## src/rtl/tiny45_serial_alu_if.sv

```systemverilog
// ---------------------------------------------------------------------------
// tiny45_serial_alu_if
// Request/response bundle for the tiny45 digit-serial ALU.
//   in_valid / in_ready   : request handshake (op, a, b qualify in_valid)
//   op                    : {ext, RISC-V ALU op[3:0]}
//   a, b                  : operands (shifts use b[clog2(DATA_W)-1:0])
//   out_valid / out_ready : result handshake (d, cmp qualify out_valid)
// Modports: master = requester/consumer, slave = the ALU engine.
// ---------------------------------------------------------------------------
interface tiny45_serial_alu_if #(
    parameter int DATA_W = 32
);
    logic              in_valid;
    logic              in_ready;
    logic [4:0]        op;
    logic [DATA_W-1:0] a;
    logic [DATA_W-1:0] b;
    logic              out_valid;
    logic              out_ready;
    logic [DATA_W-1:0] d;
    logic              cmp;

    modport master (
        output in_valid, op, a, b, out_ready,
        input  in_ready, out_valid, d, cmp
    );

    modport slave (
        input  in_valid, op, a, b, out_ready,
        output in_ready, out_valid, d, cmp
    );
endinterface

```

## src/rtl/tiny45_serial_alu.sv

```systemverilog
// ---------------------------------------------------------------------------
// tiny45_serial_alu
// Digit-serial ALU/shifter: accepts two DATA_W operands and an opcode, then
// processes one DIGIT_W-bit digit per clock, LSB digit first, keeping carry
// and equality state between digits. Result and compare flag are returned
// over a valid/ready handshake.
//
// Ports:
//   clk  : clock, rising edge
//   rst  : synchronous active-high reset (aborts any operation in flight)
//   bus  : tiny45_serial_alu_if.slave (request/response handshake)
//
// Parameters:
//   DATA_W  : operand/result width, multiple of DIGIT_W
//   DIGIT_W : bits per cycle, power of two
//
// Optional feature macro: TINY45_SERIAL_ALU_MINMAX_EN
//   defined   -> op[4]=1 codes MIN/MINU/MAX/MAXU, one extra SEL cycle
//   undefined -> every op[4]=1 code returns d=0, cmp=0
// ---------------------------------------------------------------------------
module tiny45_serial_alu #(
    parameter int DATA_W  = 32,
    parameter int DIGIT_W = 4
) (
    input  logic               clk,
    input  logic               rst,
    tiny45_serial_alu_if.slave bus
);
    localparam int NDIG  = DATA_W / DIGIT_W;
    localparam int SH_W  = $clog2(DATA_W);
    localparam int CNT_W = (NDIG > 1) ? $clog2(NDIG) : 1;
    localparam logic [CNT_W-1:0] LAST_DIG = CNT_W'(NDIG - 1);

    typedef enum logic [3:0] {
        K_ADD, K_SUB, K_SLT, K_SLTU, K_AND, K_OR, K_XOR,
        K_SLL, K_SRL, K_SRA, K_MIN, K_MINU, K_MAX, K_MAXU, K_BAD
    } kind_e;

    typedef enum logic [1:0] {
        S_IDLE = 2'd0,
        S_RUN  = 2'd1,
`ifdef TINY45_SERIAL_ALU_MINMAX_EN
        S_SEL  = 2'd2,
`endif
        S_DONE = 2'd3
    } state_e;

    // Opcode to operation kind; unknown encodings collapse to K_BAD (d=0, cmp=0).
    function automatic kind_e decode_op(input logic [4:0] op);
        kind_e k;
        k = K_BAD;
        if (op[4] == 1'b0) begin
            case (op[3:0])
                4'b0000: k = K_ADD;
                4'b1000: k = K_SUB;
                4'b0010: k = K_SLT;
                4'b0011: k = K_SLTU;
                4'b0111: k = K_AND;
                4'b0110: k = K_OR;
                4'b0100: k = K_XOR;
                4'b0001: k = K_SLL;
                4'b0101: k = K_SRL;
                4'b1101: k = K_SRA;
                default: k = K_BAD;
            endcase
        end else begin
`ifdef TINY45_SERIAL_ALU_MINMAX_EN
            case (op[3:0])
                4'b0010: k = K_MIN;
                4'b0011: k = K_MINU;
                4'b0110: k = K_MAX;
                4'b0111: k = K_MAXU;
                default: k = K_BAD;
            endcase
`else
            k = K_BAD;
`endif
        end
        return k;
    endfunction

    state_e                          state_r;
    kind_e                           kind_r;
    logic [DATA_W-1:0]               a_r;
    logic [DATA_W-1:0]               b_r;
    logic [CNT_W-1:0]                cnt_r;
    logic                            carry_r;
    logic                            eq_r;
    logic                            cmp_r;
    logic [NDIG-1:0][DIGIT_W-1:0]    res_r;

    logic [NDIG-1:0][DIGIT_W-1:0]    a_digs_s;
    logic [NDIG-1:0][DIGIT_W-1:0]    b_digs_s;
    logic [NDIG-1:0][DIGIT_W-1:0]    sll_s;
    logic [NDIG-1:0][DIGIT_W-1:0]    srl_s;
    logic [NDIG-1:0][DIGIT_W-1:0]    sra_s;
    logic [DIGIT_W-1:0]              a_dig_s;
    logic [DIGIT_W-1:0]              b_dig_s;
    logic [DIGIT_W-1:0]              b_eff_s;
    logic [DIGIT_W:0]                add_s;
    logic                            inv_b_s;
    logic                            signed_cmp_s;
    logic                            is_max_s;
    logic                            eq_next_s;
    logic                            lt_s;
    logic [DIGIT_W-1:0]              dig_s;

    // Operation attributes derived from the latched kind.
    always_comb begin
        inv_b_s      = 1'b0;
        signed_cmp_s = 1'b0;
        is_max_s     = 1'b0;
        case (kind_r)
            K_SUB:   inv_b_s = 1'b1;
            K_SLT:   begin inv_b_s = 1'b1; signed_cmp_s = 1'b1; end
            K_SLTU:  inv_b_s = 1'b1;
            K_MIN:   begin inv_b_s = 1'b1; signed_cmp_s = 1'b1; end
            K_MINU:  inv_b_s = 1'b1;
            K_MAX:   begin inv_b_s = 1'b1; signed_cmp_s = 1'b1; is_max_s = 1'b1; end
            K_MAXU:  begin inv_b_s = 1'b1; is_max_s = 1'b1; end
            default: inv_b_s = 1'b0;
        endcase
    end

    // Current-digit datapath: digit adder, equality, shifter views, compare.
    always_comb begin
        a_digs_s  = a_r;
        b_digs_s  = b_r;
        // Shifts read the whole latched A so bits can cross digit boundaries.
        sll_s     = a_r << b_r[SH_W-1:0];
        srl_s     = a_r >> b_r[SH_W-1:0];
        sra_s     = $signed(a_r) >>> b_r[SH_W-1:0];
        a_dig_s   = a_digs_s[cnt_r];
        b_dig_s   = b_digs_s[cnt_r];
        b_eff_s   = inv_b_s ? ~b_dig_s : b_dig_s;
        add_s     = {1'b0, a_dig_s} + {1'b0, b_eff_s} + {{DIGIT_W{1'b0}}, carry_r};
        eq_next_s = eq_r & (a_dig_s == b_dig_s);
        // Only meaningful on the last digit, where add_s carries the final carry-out.
        if (signed_cmp_s) begin
            lt_s = a_r[DATA_W-1] ^ ~b_r[DATA_W-1] ^ add_s[DIGIT_W];
        end else begin
            lt_s = ~add_s[DIGIT_W];
        end
    end

    // Result digit for the current position.
    always_comb begin
        dig_s = {DIGIT_W{1'b0}};
        case (kind_r)
            K_ADD:   dig_s = add_s[DIGIT_W-1:0];
            K_SUB:   dig_s = add_s[DIGIT_W-1:0];
            K_AND:   dig_s = a_dig_s & b_dig_s;
            K_OR:    dig_s = a_dig_s | b_dig_s;
            K_XOR:   dig_s = a_dig_s ^ b_dig_s;
            K_SLL:   dig_s = sll_s[cnt_r];
            K_SRL:   dig_s = srl_s[cnt_r];
            K_SRA:   dig_s = sra_s[cnt_r];
            default: dig_s = {DIGIT_W{1'b0}};
        endcase
    end

    // Sequencing FSM with registered result, flag and per-digit state.
    always_ff @(posedge clk) begin
        if (rst) begin
            state_r <= S_IDLE;
            kind_r  <= K_BAD;
            a_r     <= '0;
            b_r     <= '0;
            cnt_r   <= '0;
            carry_r <= 1'b0;
            eq_r    <= 1'b0;
            cmp_r   <= 1'b0;
            res_r   <= '0;
        end else begin
            case (state_r)
                S_IDLE: begin
                    if (bus.in_valid) begin
                        kind_r  <= decode_op(bus.op);
                        a_r     <= bus.a;
                        b_r     <= bus.b;
                        cnt_r   <= '0;
                        carry_r <= bus.op[3] | bus.op[1];
                        eq_r    <= 1'b1;
                        cmp_r   <= 1'b0;
                        state_r <= S_RUN;
                    end
                end
                S_RUN: begin
                    res_r[cnt_r] <= dig_s;
                    carry_r      <= add_s[DIGIT_W];
                    eq_r         <= eq_next_s;
                    cnt_r        <= cnt_r + CNT_W'(1);
                    if (cnt_r == LAST_DIG) begin
                        cnt_r   <= '0;
                        state_r <= S_DONE;
                        case (kind_r)
                            K_SLT, K_SLTU: begin
                                cmp_r <= lt_s;
                                res_r <= {{(DATA_W-1){1'b0}}, lt_s};
                            end
                            K_XOR: cmp_r <= eq_next_s;
`ifdef TINY45_SERIAL_ALU_MINMAX_EN
                            K_MIN, K_MINU, K_MAX, K_MAXU: begin
                                cmp_r   <= lt_s;
                                state_r <= S_SEL;
                            end
`endif
                            default: cmp_r <= 1'b0;
                        endcase
                    end
                end
`ifdef TINY45_SERIAL_ALU_MINMAX_EN
                S_SEL: begin
                    // MIN keeps A when A<B; MAX keeps A when A>=B.
                    res_r   <= (cmp_r ^ is_max_s) ? a_r : b_r;
                    state_r <= S_DONE;
                end
`endif
                S_DONE: begin
                    if (bus.out_ready) begin
                        state_r <= S_IDLE;
                    end
                end
                default: state_r <= S_IDLE;
            endcase
        end
    end

    // in_ready is suppressed while rst is high even though state is already IDLE.
    assign bus.in_ready  = (state_r == S_IDLE) & ~rst;
    assign bus.out_valid = (state_r == S_DONE);
    assign bus.d         = res_r;
    assign bus.cmp       = cmp_r;

endmodule

```

## src/flat_wrapper.sv

```systemverilog
// flat-port wrapper written by rule: the top's interface ports become plain ports
module tiny45_serial_alu_flat 
#(
    parameter int DATA_W  = 32,
    parameter int DIGIT_W = 4
)
  (clk, rst, bus_in_valid, bus_op, bus_a, bus_b, bus_out_ready, bus_in_ready, bus_out_valid, bus_d, bus_cmp);
  tiny45_serial_alu_if #(.DATA_W(DATA_W)) bus_i ();
  input  logic clk;
  input  logic rst;
  input wire logic [$bits(bus_i.in_valid)-1:0] bus_in_valid;
  input wire logic [$bits(bus_i.op)-1:0] bus_op;
  input wire logic [$bits(bus_i.a)-1:0] bus_a;
  input wire logic [$bits(bus_i.b)-1:0] bus_b;
  input wire logic [$bits(bus_i.out_ready)-1:0] bus_out_ready;
  output wire logic [$bits(bus_i.in_ready)-1:0] bus_in_ready;
  output wire logic [$bits(bus_i.out_valid)-1:0] bus_out_valid;
  output wire logic [$bits(bus_i.d)-1:0] bus_d;
  output wire logic [$bits(bus_i.cmp)-1:0] bus_cmp;
  assign bus_i.in_valid = bus_in_valid;
  assign bus_i.op = bus_op;
  assign bus_i.a = bus_a;
  assign bus_i.b = bus_b;
  assign bus_i.out_ready = bus_out_ready;
  assign bus_in_ready = bus_i.in_ready;
  assign bus_out_valid = bus_i.out_valid;
  assign bus_d = bus_i.d;
  assign bus_cmp = bus_i.cmp;
  tiny45_serial_alu #(.DATA_W(DATA_W), .DIGIT_W(DIGIT_W)) u_core (.clk(clk), .rst(rst), .bus(bus_i));
endmodule
```

## config.mk

```make
export PLATFORM = sky130hd
export DESIGN_NAME = tiny45_serial_alu_flat
export DESIGN_NICKNAME = d
export VERILOG_FILES = /design/src/rtl/tiny45_serial_alu_if.sv /design/src/rtl/tiny45_serial_alu.sv /design/src/flat_wrapper.sv
export SDC_FILE = /design/constraint.sdc
export NUM_CORES = 1
export LEC_CHECK = 0
export BUFFER_PORTS_ARGS = -buffer_cell sky130_fd_sc_hd__buf_4
export CORE_MARGIN = 1
export CORE_UTILIZATION = 45
export DETAILED_ROUTE_END_ITERATION = 8
export PLACE_DENSITY = 0.74
export SYNTH_ARGS = -nofsm -noshare
export SYNTH_HDL_FRONTEND = slang
export SYNTH_SLANG_ARGS = --single-unit
```

## constraint.sdc

```tcl
create_clock -name clk -period 5.1 [get_ports clk]
set_input_delay 0.51 -clock clk [delete_from_list [all_inputs] [get_ports clk]]
set_output_delay 0.51 -clock clk [all_outputs]
set_load 0.01 [all_outputs]
```

# After elaboration in Yosys (flattened, before gate mapping)
# Memories as Yosys holds them, arrays and structs flattened.
# Index checks and enable logic that the tools add are counted.
[totals]
register_bits = 108
mem_bits_ro = 64
in_bits = 73
output_inout_bits = 35
word_cells = 105
n_memories = 1
[memory_table]
columns = ["memory", "depth", "width", "rd", "rd_ports_with_merged_regs", "wr", "line", "source"]
rows = [
  ["(name not given)", 16, 4, 1, 0, 0, "tiny45_serial_alu.sv:53", "case (op[3:0])"],
]
[classes]
add_sub_neg = 3
order_cmp = 2
eq_ne = 20
shifts = 3
mux = 36
bitwise = 12
n_reduce_logical = 12
[ops]
columns = ["cell", "count"]
rows = [
  ["two-way mux 32 bit", 2],
  ["binary-select mux 4 bit (select 3 bit)", 5],
  ["bitwise mux 32 bit", 1],
  ["two-way mux 4 bit", 8],
  ["left shift 32 x 5 -> 32 bit", 1],
  ["right shift 32 x 5 -> 32 bit", 1],
  [">>> shifter 32 x 5 -> 32 bit", 1],
  ["case mux 4 bit (7 select lines)", 1],
  ["equality test 4 bit, second input constant", 6],
  ["equality test 4 x 3 -> 1 bit, second input constant", 4],
  ["demux 4 bit (select 3 bit)", 1],
  ["equality test 4 x 2 -> 1 bit, second input constant", 2],
  ["case mux 1 bit (2 select lines)", 4],
  ["two-way mux 1 bit", 7],
  ["OR reduction 7 bit", 1],
  ["two-way mux 2 bit", 3],
  ["two-way mux 3 bit", 2],
  ["case mux 2 bit (3 select lines)", 1],
  ["case mux 3 bit (2 select lines)", 1],
  ["AND reduction 3 bit", 2],
  ["adder 4 x 4 -> 5 bit", 1],
  ["adder 5 x 1 -> 5 bit", 1],
  ["AND 4 bit", 1],
  ["equality test 4 x 1 -> 1 bit, second input constant", 1],
  ["other kinds (23)", 30],
]

# Logic depth before layout (Yosys ltp)
# Gate-level depths: netlist of the first run.
[logic_depth]
depth_word = 11
mapped_depth = 19
depth_no_buf = 16

# Least setup slack after synthesis of the first run
# No wires, ideal clock.
[synth_timing]
path_type = "register -> register"
startpoint = "register u_core.cnt_r[2]"
endpoint = "register u_core.res_r (netlist bit u_core.bus.d[0])"
setup_ns = 0.122
t_arrival_ns = 4.170
required_time_ns = 4.978
path_slack_ns = 0.808
path_stages_with_launch = 19
path_buffers = 4
period_less_slack_ns = 4.292
cell_sequence = "dfxtp_1 -> clkbuf_1 -> clkbuf_1 -> clkbuf_1 -> clkbuf_1 -> a211oi_1 -> or4_1 -> xor2_1 -> fa_1 -> inv_1 -> fa_1 -> nand2_1 -> nand2_1 -> a21oi_1 -> xnor2_1 -> nand3b_1 -> a21oi_1 -> or3_1 -> o32a_1"
[synth_between]
elab_chain_len = 10
elab_cells_between_ends = 30
cone_classes = "add/sub: 2; order compare: 2; eq/ne: 1; mux: 18; bitwise: 6; reduce/logical: 1"
[synth_rtl]
columns = ["item", "line", "source"]
rows = [
  ["start, declared", "tiny45_serial_alu.sv:86", "logic [CNT_W-1:0] cnt_r;"],
  ["start signal, assigned", "tiny45_serial_alu.sv:192", "cnt_r <= cnt_r + CNT_W'(1);"],
  ["binary-select mux 4 bit (select 3 bit)", "tiny45_serial_alu.sv:134", "b_dig_s = b_digs_s[cnt_r];"],
  ["two-way mux 4 bit (not written as such)", "tiny45_serial_alu.sv:134", ""],
  ["inverter 4 bit", "tiny45_serial_alu.sv:135", "b_eff_s = inv_b_s ? ~b_dig_s : b_dig_s;"],
  ["two-way mux 4 bit", "tiny45_serial_alu.sv:135", ""],
  ["adder 4 x 4 -> 5 bit", "tiny45_serial_alu.sv:136", "add_s = {1'b0, a_dig_s} + {1'b0, b_eff_s} + {{DIGIT_W{1'b0}}, carry_r};"],
  ["adder 5 x 1 -> 5 bit", "tiny45_serial_alu.sv:136", ""],
  ["case mux 4 bit (7 select lines), or another cell as far along", "tiny45_serial_alu.sv:149", "case (kind_r)"],
  ["bitwise mux 32 bit / two-way mux 1 bit (equally long branches)", "tiny45_serial_alu.sv:189, tiny45_serial_alu.sv:139", ""],
  ["two-way mux 32 bit", "tiny45_serial_alu.sv:196", "case (kind_r)"],
  ["two-way mux 32 bit *", "tiny45_serial_alu.sv:193", "if (cnt_r == LAST_DIG) begin"],
  ["end signal, assigned by index", "tiny45_serial_alu.sv:189", "res_r[cnt_r] <= dig_s;"],
  ["end signal, assigned", "tiny45_serial_alu.sv:199", "res_r <= {{(DATA_W-1){1'b0}}, lt_s};"],
  ["end, declared", "tiny45_serial_alu.sv:90", "logic [NDIG-1:0][DIGIT_W-1:0] res_r;"],
]
# Every way passes the cells marked *; elsewhere a longest branch is shown, timed or not. The select of a mux whose other input is x is not followed.
# A chain may end at the register's enable or synchronous reset.

# Worst setup path in the final report of the first run
[layout_timing]
startpoint = "register u_core.cnt_r[2]"
endpoint = "register u_core.res_r (netlist bit u_core.bus.d[22])"
[layout_between]
elab_chain_len = 10
elab_cells_between_ends = 27
cone_classes = "add/sub: 2; order compare: 2; eq/ne: 1; mux: 17; bitwise: 4; reduce/logical: 1"
[layout_rtl]
columns = ["item", "line"]
rows = [
  ["binary-select mux 4 bit (select 3 bit)", "tiny45_serial_alu.sv:134"],
  ["two-way mux 4 bit (not written as such)", "tiny45_serial_alu.sv:134"],
  ["inverter 4 bit", "tiny45_serial_alu.sv:135"],
  ["two-way mux 4 bit", "tiny45_serial_alu.sv:135"],
  ["adder 4 x 4 -> 5 bit", "tiny45_serial_alu.sv:136"],
  ["adder 5 x 1 -> 5 bit", "tiny45_serial_alu.sv:136"],
  ["case mux 4 bit (7 select lines)", "tiny45_serial_alu.sv:149"],
  ["bitwise mux 32 bit", "tiny45_serial_alu.sv:189"],
  ["two-way mux 32 bit", "tiny45_serial_alu.sv:196"],
  ["two-way mux 32 bit *", "tiny45_serial_alu.sv:193"],
]
# Marks and branches as above.

==> results of run 1 <==
[sequential cells by signal (all words and copies together) (netlist names)]
signal and count:
u_core.b_digs_s 32, u_core.carry_r 1, u_core.kind_r 4, u_core.bus.d 32, u_core.a_digs_s 32, u_core.eq_r 1
u_core.bus.cmp 1, u_core.cnt_r 3, u_core.state_r 2
[area by class of cell]
class | count | area [um^2] | area share [%]
Multi-Input combinational cell | 1090 | 7420 | 64.9
Sequential cell | 108 | 2170 | 19.0
Timing Repair Buffer | 150 | 1130 | 9.85
Tap cell | 285 | 357 | 3.12
Clock buffer | 9 | 225 | 1.97
Inverter | 22 | 82.6 | 0.722
Clock inverter | 7 | 51.3 | 0.449
[power breakdown]
part           total (mW)  switching [mW]  leakage [nW]  internal, mW
Combinational       0.760           0.454          3.09         0.306
Clock               0.678           0.342         0.137         0.335
Sequential          0.977           0.101         0.883         0.877
[cells in the mapped netlist, types with 5 or more instances]
master and instances:
nand2_1 256, a21oi_1 120, dfxtp_1 108, clkbuf_1 93, mux2i_1 81, nor2_1 74
mux4_2 41, o21ai_0 37, nand2b_1 34, nand3_1 28, nor3_1 28, o22ai_1 28
a211oi_1 27, buf_2 27, a31oi_1 26, a22oi_1 25, mux2_2 24, inv_1 20
nor2b_1 19, a21o_1 18, o31ai_1 15, ha_1 13, nand3b_1 12, o221ai_1 11
and2_1 10, and3_1 10, buf_4 10, nor4_1 10, o32ai_1 10, a2111oi_0 8
a211o_1 8, a32oi_1 8, buf_1 8, o31a_1 8, or2_2 8, buf_6 7
xnor2_1 6, nand4_1 5, or3_1 5
[kinds of logic after synthesis]
group           Yosys count  share of synthesized area [%]
buf+inv                 169                           7.36
compound gates          410                           26.8
simple gates            509                           22.7
xor+xnor                  8                          0.678
mux                     148                           19.6
flops                   108                           20.9
fa+ha+maj                15                           1.96
[routing by layer]
metal  up-vias  global-route usage [%]  part of all wire, %
met3       200                    8.57                   12
li1       5119                       -                    -
met2       840                    50.4                   43
met4         0                    20.8                  6.2
met1      5336                    44.4                   39
met5         -                       0                    0
[worst min-delay path by stage]
stage | slack (ns) | start | endpoint | cells after the start
after floorplan | 0.43 | u_core.b_digs_s[22] | u_core.b_digs_s[22] | 2
after global placement | 0.44 | u_core.b_digs_s[22] | u_core.b_digs_s[22] | 2
after detailed placement | 0.45 | u_core.b_digs_s[22] | u_core.b_digs_s[22] | 2
after CTS | 0.35 | bus_out_ready | u_core.state_r[1] | 2
after global routing | 0.36 | bus_out_ready | u_core.state_r[1] | 2
final | 0.35 | bus_out_ready | u_core.state_r[1] | 2
==> impl_metrics.env, run 1 <==
export IMPL_r2r_slack_ns=0.63
export IMPL_fillerInstances=2198
export IMPL_cts_sinks=108
export IMPL_synth_flop_cell="dfxtp_1"
export IMPL_finalSetupTns_ns=0
export IMPL_utilization_pct=50.7
export IMPL_grt_start_max_net_pins=77
export IMPL_path_cells="nand2b_1 > nand2b_1 > o22ai_1 > or4_1 > xor2_1 > fa_1 > inv_1 > fa_1 > xor2_1 > nor2_1 > a211oi_1 > a21oi_1 > nor2_1 > a211o_1 > nor4_4 > a311oi_1"
export IMPL_power_density_nw_per_um2=211
export IMPL_placed_cells=1655
export IMPL_drtIter0Drc=1875
export IMPL_r2r_start="u_core.cnt_r[2]"
export IMPL_reg2regPathDepth=16
export IMPL_dpl_cell_area_um2=11200
export IMPL_fin_crit_ns=4.47
export IMPL_skew_ns=0.0106
export IMPL_slew_viol_final=0
export IMPL_cp_top_family="simple AND/OR/NAND/NOR gates"
export IMPL_yosysTopAreaCellShare_pct=20.9
export IMPL_overflow=0
export IMPL_synthTopCellsByArea="dfxtp_1, nand2_1, mux4_2"
export IMPL_die_w_um=154
export IMPL_clkSlewWorstSetupHoldPaths_ns=0.08
export IMPL_critPathMaxFanout=20
export IMPL_ys_ff_latch=108
export IMPL_nNetsFinal=1469
export IMPL_power_leakage_nw=4.12
export IMPL_first_pass_iters=8
export IMPL_cts_resized=0
export IMPL_area_growth_syn_to_layout_pct=10.6
export IMPL_post_cts_buffers=0
export IMPL_status="completed"
export IMPL_layoutNonFillerInstCount=1671
export IMPL_vias=11500
export IMPL_max_cap_violations=0
export IMPL_arrival_ns=4.68
export IMPL_n_antenna_cell=0
export IMPL_stdcell_area_um2=11400
export IMPL_grt_pass1_vias=10800
export IMPL_grtUsageTotal_pct=34.0
export IMPL_hpwl_um=28800
export IMPL_cts_root_buf="clkbuf_16"
export IMPL_cts_tree="built"
export IMPL_clock_latency_ns=0.36
export IMPL_drt_total_wl_um=40300
export IMPL_core_um2=22600
export IMPL_wl_per_cell_um=24.1
export IMPL_async_flop_share_pct=0
export IMPL_yosys_warnings=0
export IMPL_drive_gt1_share_pct=18.3
export IMPL_vdd_drop_max_v=0.000176
export IMPL_layout_common_cells="nand2_1, buf_4, a21oi_1, dfxtp_1, mux2i_1"
export IMPL_port_buffers=107
export IMPL_ctsHtreeMaxLevel=3
export IMPL_relSlewSlack_pct=25.3
export IMPL_worst_slack_ns=0.635
export IMPL_cts_max_path_buffers=2
export IMPL_grt_pass1_wl_um=62400
export IMPL_die_area_um2=23600
export IMPL_rsz0062_at_grt="no"
export IMPL_numCtsBuffers=9
export IMPL_worstMarginPinSlew_ns=1.12
export IMPL_holdWs_ns=0.353
export IMPL_critPathLaunchType="flop"
export IMPL_synth_top_cell_by_area="dfxtp_1"
export IMPL_crit_path_start="u_core.cnt_r[2]"
export IMPL_fmax_mhz=224
export IMPL_synth_area_um2=10300
export IMPL_viasPerCell=6.88
export IMPL_seq_area_frac_synth_pct=20.9
export IMPL_cp_buffers_inverters=1
export IMPL_start_util_pct=45.8
export IMPL_cp_required_ns=5.32
export IMPL_place_congestion=1.11
export IMPL_netlist_instances=1367
export IMPL_synth_cell_types=81
export IMPL_max_stage_delay_ns=0.74
export IMPL_drtAntennaViolNets=0
export IMPL_num_io_pins=108
export IMPL_setup_violations=0
export IMPL_antenna_found_initial=0
export IMPL_cp_slowest_cell="dfxtp_1"
export IMPL_post_place_ws_ns=0.713
export IMPL_syn_nets=1455
export IMPL_r2r_end="u_core.bus.d[22]"
export IMPL_min_period_over_period_pct=87.6
export IMPL_rows=55
export IMPL_die_y_um=154
export IMPL_layout_commonest_cell="nand2_1"
export IMPL_worstSetupEndpointType="flop"
export IMPL_final_hold_violation_count=0
export IMPL_ctsHoldBuffers=0
export IMPL_power_mw=2.42
export IMPL_cp_endpoint="u_core.bus.d[22]"
export IMPL_holdCritPathClass="in2reg"
export IMPL_syn_area_per_cell_um2=7.56
export IMPL_synth_edf_count=0
export IMPL_critical_path_class="reg2reg"
export IMPL_drc=0
export IMPL_crit_cells=16
Power figures use the tool's default switching activity.
==> inputs of run 2 (changes only) <==
Clock period 5.1 ns to 5.17 ns, I/O delays scaled along.
==> run 2 against run 1 <==
Compared with the run above:
- global-route usage increased by 3.0 points
- register-to-register slack improved by 0.20 ns
- flip-flop and latch count unchanged
- sequential share of layout area decreased by 0.13 points
- die area unchanged
- count of clock-buffer cells in the layout increased by 3
- total power increased by 0.41%
- combinational power increased by 1%
- wire length increased by 8.4%
- largest cell class unchanged
==> impl_metrics.env, run 2 (same netlist as run 1, synthesis figures left out) <==
export IMPL_skew_ns=0.00667
export IMPL_vias=11500
export IMPL_ctsHtreeMaxLevel=3
export IMPL_cp_top_family="simple AND/OR/NAND/NOR gates"
export IMPL_antenna_found_initial=0
export IMPL_first_pass_iters=8
export IMPL_die_y_um=154
export IMPL_cts_max_path_buffers=2
export IMPL_grt_pass1_wl_um=66600
export IMPL_fin_crit_ns=4.34
export IMPL_layout_commonest_cell="nand2_1"
export IMPL_power_density_nw_per_um2=211
export IMPL_die_area_um2=23600
export IMPL_nNetsFinal=1476
export IMPL_n_antenna_cell=0
export IMPL_final_hold_violation_count=0
export IMPL_cts_root_buf="clkbuf_16"
export IMPL_numCtsBuffers=9
export IMPL_max_stage_delay_ns=0.55
export IMPL_clkSlewWorstSetupHoldPaths_ns=0.07
export IMPL_start_util_pct=45.8
export IMPL_arrival_ns=4.54
export IMPL_slew_viol_final=0
export IMPL_die_w_um=154
export IMPL_num_io_pins=108
export IMPL_worstMarginPinSlew_ns=1.12
export IMPL_cp_slowest_cell="or4_1"
export IMPL_fillerInstances=2262
export IMPL_setup_violations=0
export IMPL_ctsHoldBuffers=0
export IMPL_max_cap_violations=0
export IMPL_clock_latency_ns=0.36
export IMPL_drt_total_wl_um=43700
export IMPL_rsz0062_at_grt="no"
export IMPL_layoutNonFillerInstCount=1678
export IMPL_port_buffers=107
export IMPL_cts_resized=0
export IMPL_path_cells="inv_1 > nand2_1 > o22ai_1 > or4_1 > xor2_1 > fa_1 > inv_1 > fa_1 > xor2_1 > nor2_1 > a211oi_1 > a21oi_1 > nor2_1 > a211o_1 > nor4_4 > a311oi_1"
export IMPL_place_congestion=1.04
export IMPL_layout_common_cells="nand2_1, buf_4, a21oi_1, dfxtp_1, mux2i_1"
export IMPL_core_um2=22600
export IMPL_min_period_over_period_pct=83.9
export IMPL_relSlewSlack_pct=24.9
export IMPL_drtIter0Drc=1424
export IMPL_vdd_drop_max_v=0.000164
export IMPL_critical_path_class="reg2reg"
export IMPL_status="completed"
export IMPL_hpwl_um=31800
export IMPL_finalSetupTns_ns=0
export IMPL_drtAntennaViolNets=0
export IMPL_grt_pass1_vias=10800
export IMPL_utilization_pct=51.0
export IMPL_grt_start_max_net_pins=73
export IMPL_holdCritPathClass="in2reg"
export IMPL_placed_cells=1662
export IMPL_overflow=0
export IMPL_wl_per_cell_um=26.0
export IMPL_critPathLaunchType="flop"
export IMPL_area_growth_syn_to_layout_pct=11.4
export IMPL_cts_sinks=108
export IMPL_grtUsageTotal_pct=37.0
export IMPL_rows=55
export IMPL_power_leakage_nw=4.16
export IMPL_drc=0
export IMPL_worstSetupEndpointType="flop"
export IMPL_viasPerCell=6.85
export IMPL_cts_tree="built"
export IMPL_drive_gt1_share_pct=18.7
export IMPL_critPathMaxFanout=17
export IMPL_fmax_mhz=231
export IMPL_cp_required_ns=5.37
export IMPL_cp_buffers_inverters=2
export IMPL_post_cts_buffers=0
run 2: changes by cell type in the layout (fill, tap and decap cells not counted), sizes merged:
cell	before	now
buf	150	157
clkbuf	9	12
clkinv	5	3
inv	23	22
run 2: final timing paths:
check                             to  slack (ns)                from  cells after the start
setup / recovery    u_core.bus.d[22]        0.83     u_core.cnt_r[0]                     16
hold / removal     u_core.state_r[1]        0.36       bus_out_ready                      2
setup reg to reg    u_core.bus.d[22]        0.83     u_core.cnt_r[0]                     16
hold reg to reg   u_core.b_digs_s[7]        0.46  u_core.b_digs_s[7]                      2
run 2: cell type report:
| type | instances | area [um^2] | area share (%) |
|---|---|---|---|
| Multi-Input combinational cell | 1090 | 7420 | 64.5 |
| Timing Repair Buffer | 157 | 1190 | 10.3 |
| Clock buffer | 12 | 256 | 2.23 |
| Inverter | 22 | 82.6 | 0.717 |
| Clock inverter | 4 | 33.8 | 0.293 |
| Sequential cell | 108 | 2170 | 18.9 |
| Tap cell | 285 | 357 | 3.10 |
run 2: per-layer routing:
metal  wire [um]  track usage, %
met1       17800            49.3
met2       18600            55.2
met3        4960            8.79
met4        2280            19.8
met5           0               0
run 2: per-stage QoR:
step	total power, mW	setup WS [ns]	instance area (um^2)	hold WS, ns
after floorplan	1.45	0.878	10300	0.433
after global placement	1.72	0.936	11200	0.442
after detailed placement	1.72	0.915	11200	0.447
after CTS	2.41	0.890	11500	0.352
after global routing	2.52	0.528	11500	0.355
final	2.43	0.832	11500	0.356
run 2: report_power, final:
part | internal [mW] | switching [mW]
Sequential | 0.865 | 0.102
Clock | 0.358 | 0.331
Combinational | 0.305 | 0.465
==> inputs of run 3 (changes only) <==
Clock period 5.17 ns to 4 ns, I/O delays scaled along.
==> run 3 against run 2 <==
Compared with the run above:
- clock skew is 0.0086 ns higher
- largest cell class unchanged
- utilization rose by 2.3 points
- fmax rose by 16%
- count of clock-buffer cells in the layout down 2
- first-iteration DRC count increased by 2.5%
- non-clock buffer count grew 59
- setup slack got worse by 0.56 ns
- critical path depth increased by 3
- die area stayed put
- critical path type unchanged
- register-to-register slack worse by 0.56 ns
- total power rose by 36%
==> impl_metrics.env, run 3 (same netlist as run 1, synthesis figures left out) <==
export IMPL_status="completed"
export IMPL_finalSetupTns_ns=0
export IMPL_n_antenna_cell=0
export IMPL_power_leakage_nw=4.48
export IMPL_nNetsFinal=1535
export IMPL_cp_required_ns=4.24
export IMPL_rsz0062_at_grt="no"
export IMPL_place_congestion=1.09
export IMPL_relSlewSlack_pct=39.8
export IMPL_cp_buffers_inverters=5
export IMPL_path_cells="buf_4 > nor2b_1 > nand2b_1 > o22ai_1 > nor4_1 > buf_4 > inv_1 > fa_1 > inv_1 > fa_1 > xor2_1 > nor2_1 > a211oi_1 > a21oi_1 > nor2_1 > a211o_1 > nor4_4 > buf_4 > a311oi_1"
export IMPL_grtUsageTotal_pct=36.9
export IMPL_viasPerCell=6.80
export IMPL_max_stage_delay_ns=0.45
export IMPL_stdcell_area_um2=12000
export IMPL_fin_crit_ns=3.73
export IMPL_clock_latency_ns=0.37
export IMPL_power_density_nw_per_um2=274
export IMPL_max_cap_violations=0
export IMPL_holdCritPathClass="in2reg"
export IMPL_core_um2=22600
export IMPL_first_pass_iters=6
export IMPL_grt_pass1_wl_um=66600
export IMPL_cts_max_path_buffers=2
export IMPL_cp_top_family="simple AND/OR/NAND/NOR gates"
export IMPL_cts_sinks=108
export IMPL_dpl_cell_area_um2=11700
export IMPL_clkSlewWorstSetupHoldPaths_ns=0.08
export IMPL_hpwl_um=32400
export IMPL_num_io_pins=108
export IMPL_drtAntennaViolNets=0
export IMPL_cp_slowest_cell="fa_1"
export IMPL_die_w_um=154
export IMPL_final_hold_violation_count=0
export IMPL_worst_hold_startpoint="bus_out_ready"
export IMPL_die_y_um=154
export IMPL_worstMarginPinSlew_ns=0.896
export IMPL_fmax_mhz=268
export IMPL_arrival_ns=3.97
export IMPL_regArea_um2=2180
export IMPL_critical_path_class="reg2reg"
export IMPL_die_area_um2=23600
export IMPL_drive_gt1_share_pct=22.0
export IMPL_antenna_found_initial=0
export IMPL_holdPathStages=2
export IMPL_port_buffers=107
export IMPL_worst_slack_ns=0.270
export IMPL_layout_commonest_cell="nand2_1"
export IMPL_r2r_slack_ns=0.27
export IMPL_drt_total_wl_um=43900
export IMPL_drc=0
export IMPL_start_util_pct=45.8
export IMPL_globalRouteMet1Util_pct=48.3
export IMPL_gr_max_usage_layer="met2"
export IMPL_hold_path_end="u_core.state_r[1]"
export IMPL_setup_violations=0
export IMPL_layoutNonFillerInstCount=1737
export IMPL_rows=55
export IMPL_reg2regPathDepth=19
export IMPL_critPathLaunchType="flop"
export IMPL_grtUsageMet2_pct=55.5
export IMPL_vdd_drop_max_v=0.000306
export IMPL_r2r_start="u_core.cnt_r[0]"
export IMPL_slew_viol_final=0
export IMPL_multiInputGateArea_um2=7430
export IMPL_critPathMaxFanout=13
export IMPL_cts_tree="built"
export IMPL_vias=11800
export IMPL_post_place_ws_ns=0.0730
export IMPL_wl_per_cell_um=25.3
export IMPL_overflow=0
export IMPL_numCtsBuffers=9
export IMPL_placed_cells=1720
export IMPL_ctsHtreeMaxLevel=3
export IMPL_grt_pass1_vias=10900
export IMPL_crit_path_frequent_cell="buf_4"
export IMPL_worstSetupEndpointType="flop"
export IMPL_skew_ns=0.0153
export IMPL_grt_start_max_net_pins=78
export IMPL_min_period_over_period_pct=93.2
export IMPL_drtIter0Drc=1460
export IMPL_layout_common_cells="nand2_1, buf_4, a21oi_1, dfxtp_1, mux2i_1"
export IMPL_cts_root_buf="clkbuf_16"
export IMPL_fillerInstances=2188
export IMPL_area_growth_syn_to_layout_pct=16.4
export IMPL_r2r_end="u_core.bus.d[22]"
export IMPL_met3_usage_pct=9.84
run 3: cell types whose count changed in the layout (fill, tap and decap cells not counted), sizes merged:
cell      change
inv           +1
buf          +59
bufinv        +2
clkinvlp      -1
clkbuf        -2
run 3: per-layer routing:
metal	vias to the layer above	share of wire [%]	wire, um
met1	5575	39	17100
li1	5243	-	-
met4	0	5.5	2420
met3	178	12	5390
met2	822	43	19000
met5	-	0	0
run 3: cell type report:
class,instances,area share (%)
clock buffer,10,1.90
clock inverter,6,0.790
inverter,22,0.686
multi-input combinational,1090,61.7
sequential,108,18.1
tap,285,2.96
timing repair buffer,216,13.9
run 3: what timing repair did:
item                       4_1_cts  5_1_grt
setup buffers                    0        1
hold endpoints to repair         0        0
gates resized for setup          0        2
hold buffers                     0        0
setup endpoints to repair        0        9
run 3: how the worst max path moves through the flow:
stage	startpoint	end	slack (ns)	depth (start not counted)
floorplan	u_core.cnt_r[0]	u_core.bus.d[0]	0.02	19
global route	u_core.cnt_r[0]	u_core.bus.d[22]	0.04	17
detailed placement	u_core.cnt_r[0]	u_core.bus.d[22]	0.07	16
global placement	u_core.cnt_r[0]	u_core.bus.d[22]	0.12	16
finish	u_core.cnt_r[0]	u_core.bus.d[22]	0.27	19
CTS	u_core.cnt_r[0]	u_core.bus.d[18]	0.08	16
run 3: metrics by stage:
stage,hold slack (ns),power (mW),util [%]
after floorplan,0.433,1.88,-
after CTS,0.223,3.26,53.3
final,0.237,3.29,53.3
after detailed placement,0.445,2.28,51.8
after global routing,0.239,3.42,53.3
after global placement,0.441,2.28,51.8
run 3: where the power goes:
part	switching [mW]	leakage, nW	internal [mW]
logic	0.646	3.44	0.442
clock network	0.429	0.158	0.556
registers	0.101	0.884	1.12
total	1.18	4.48	2.12
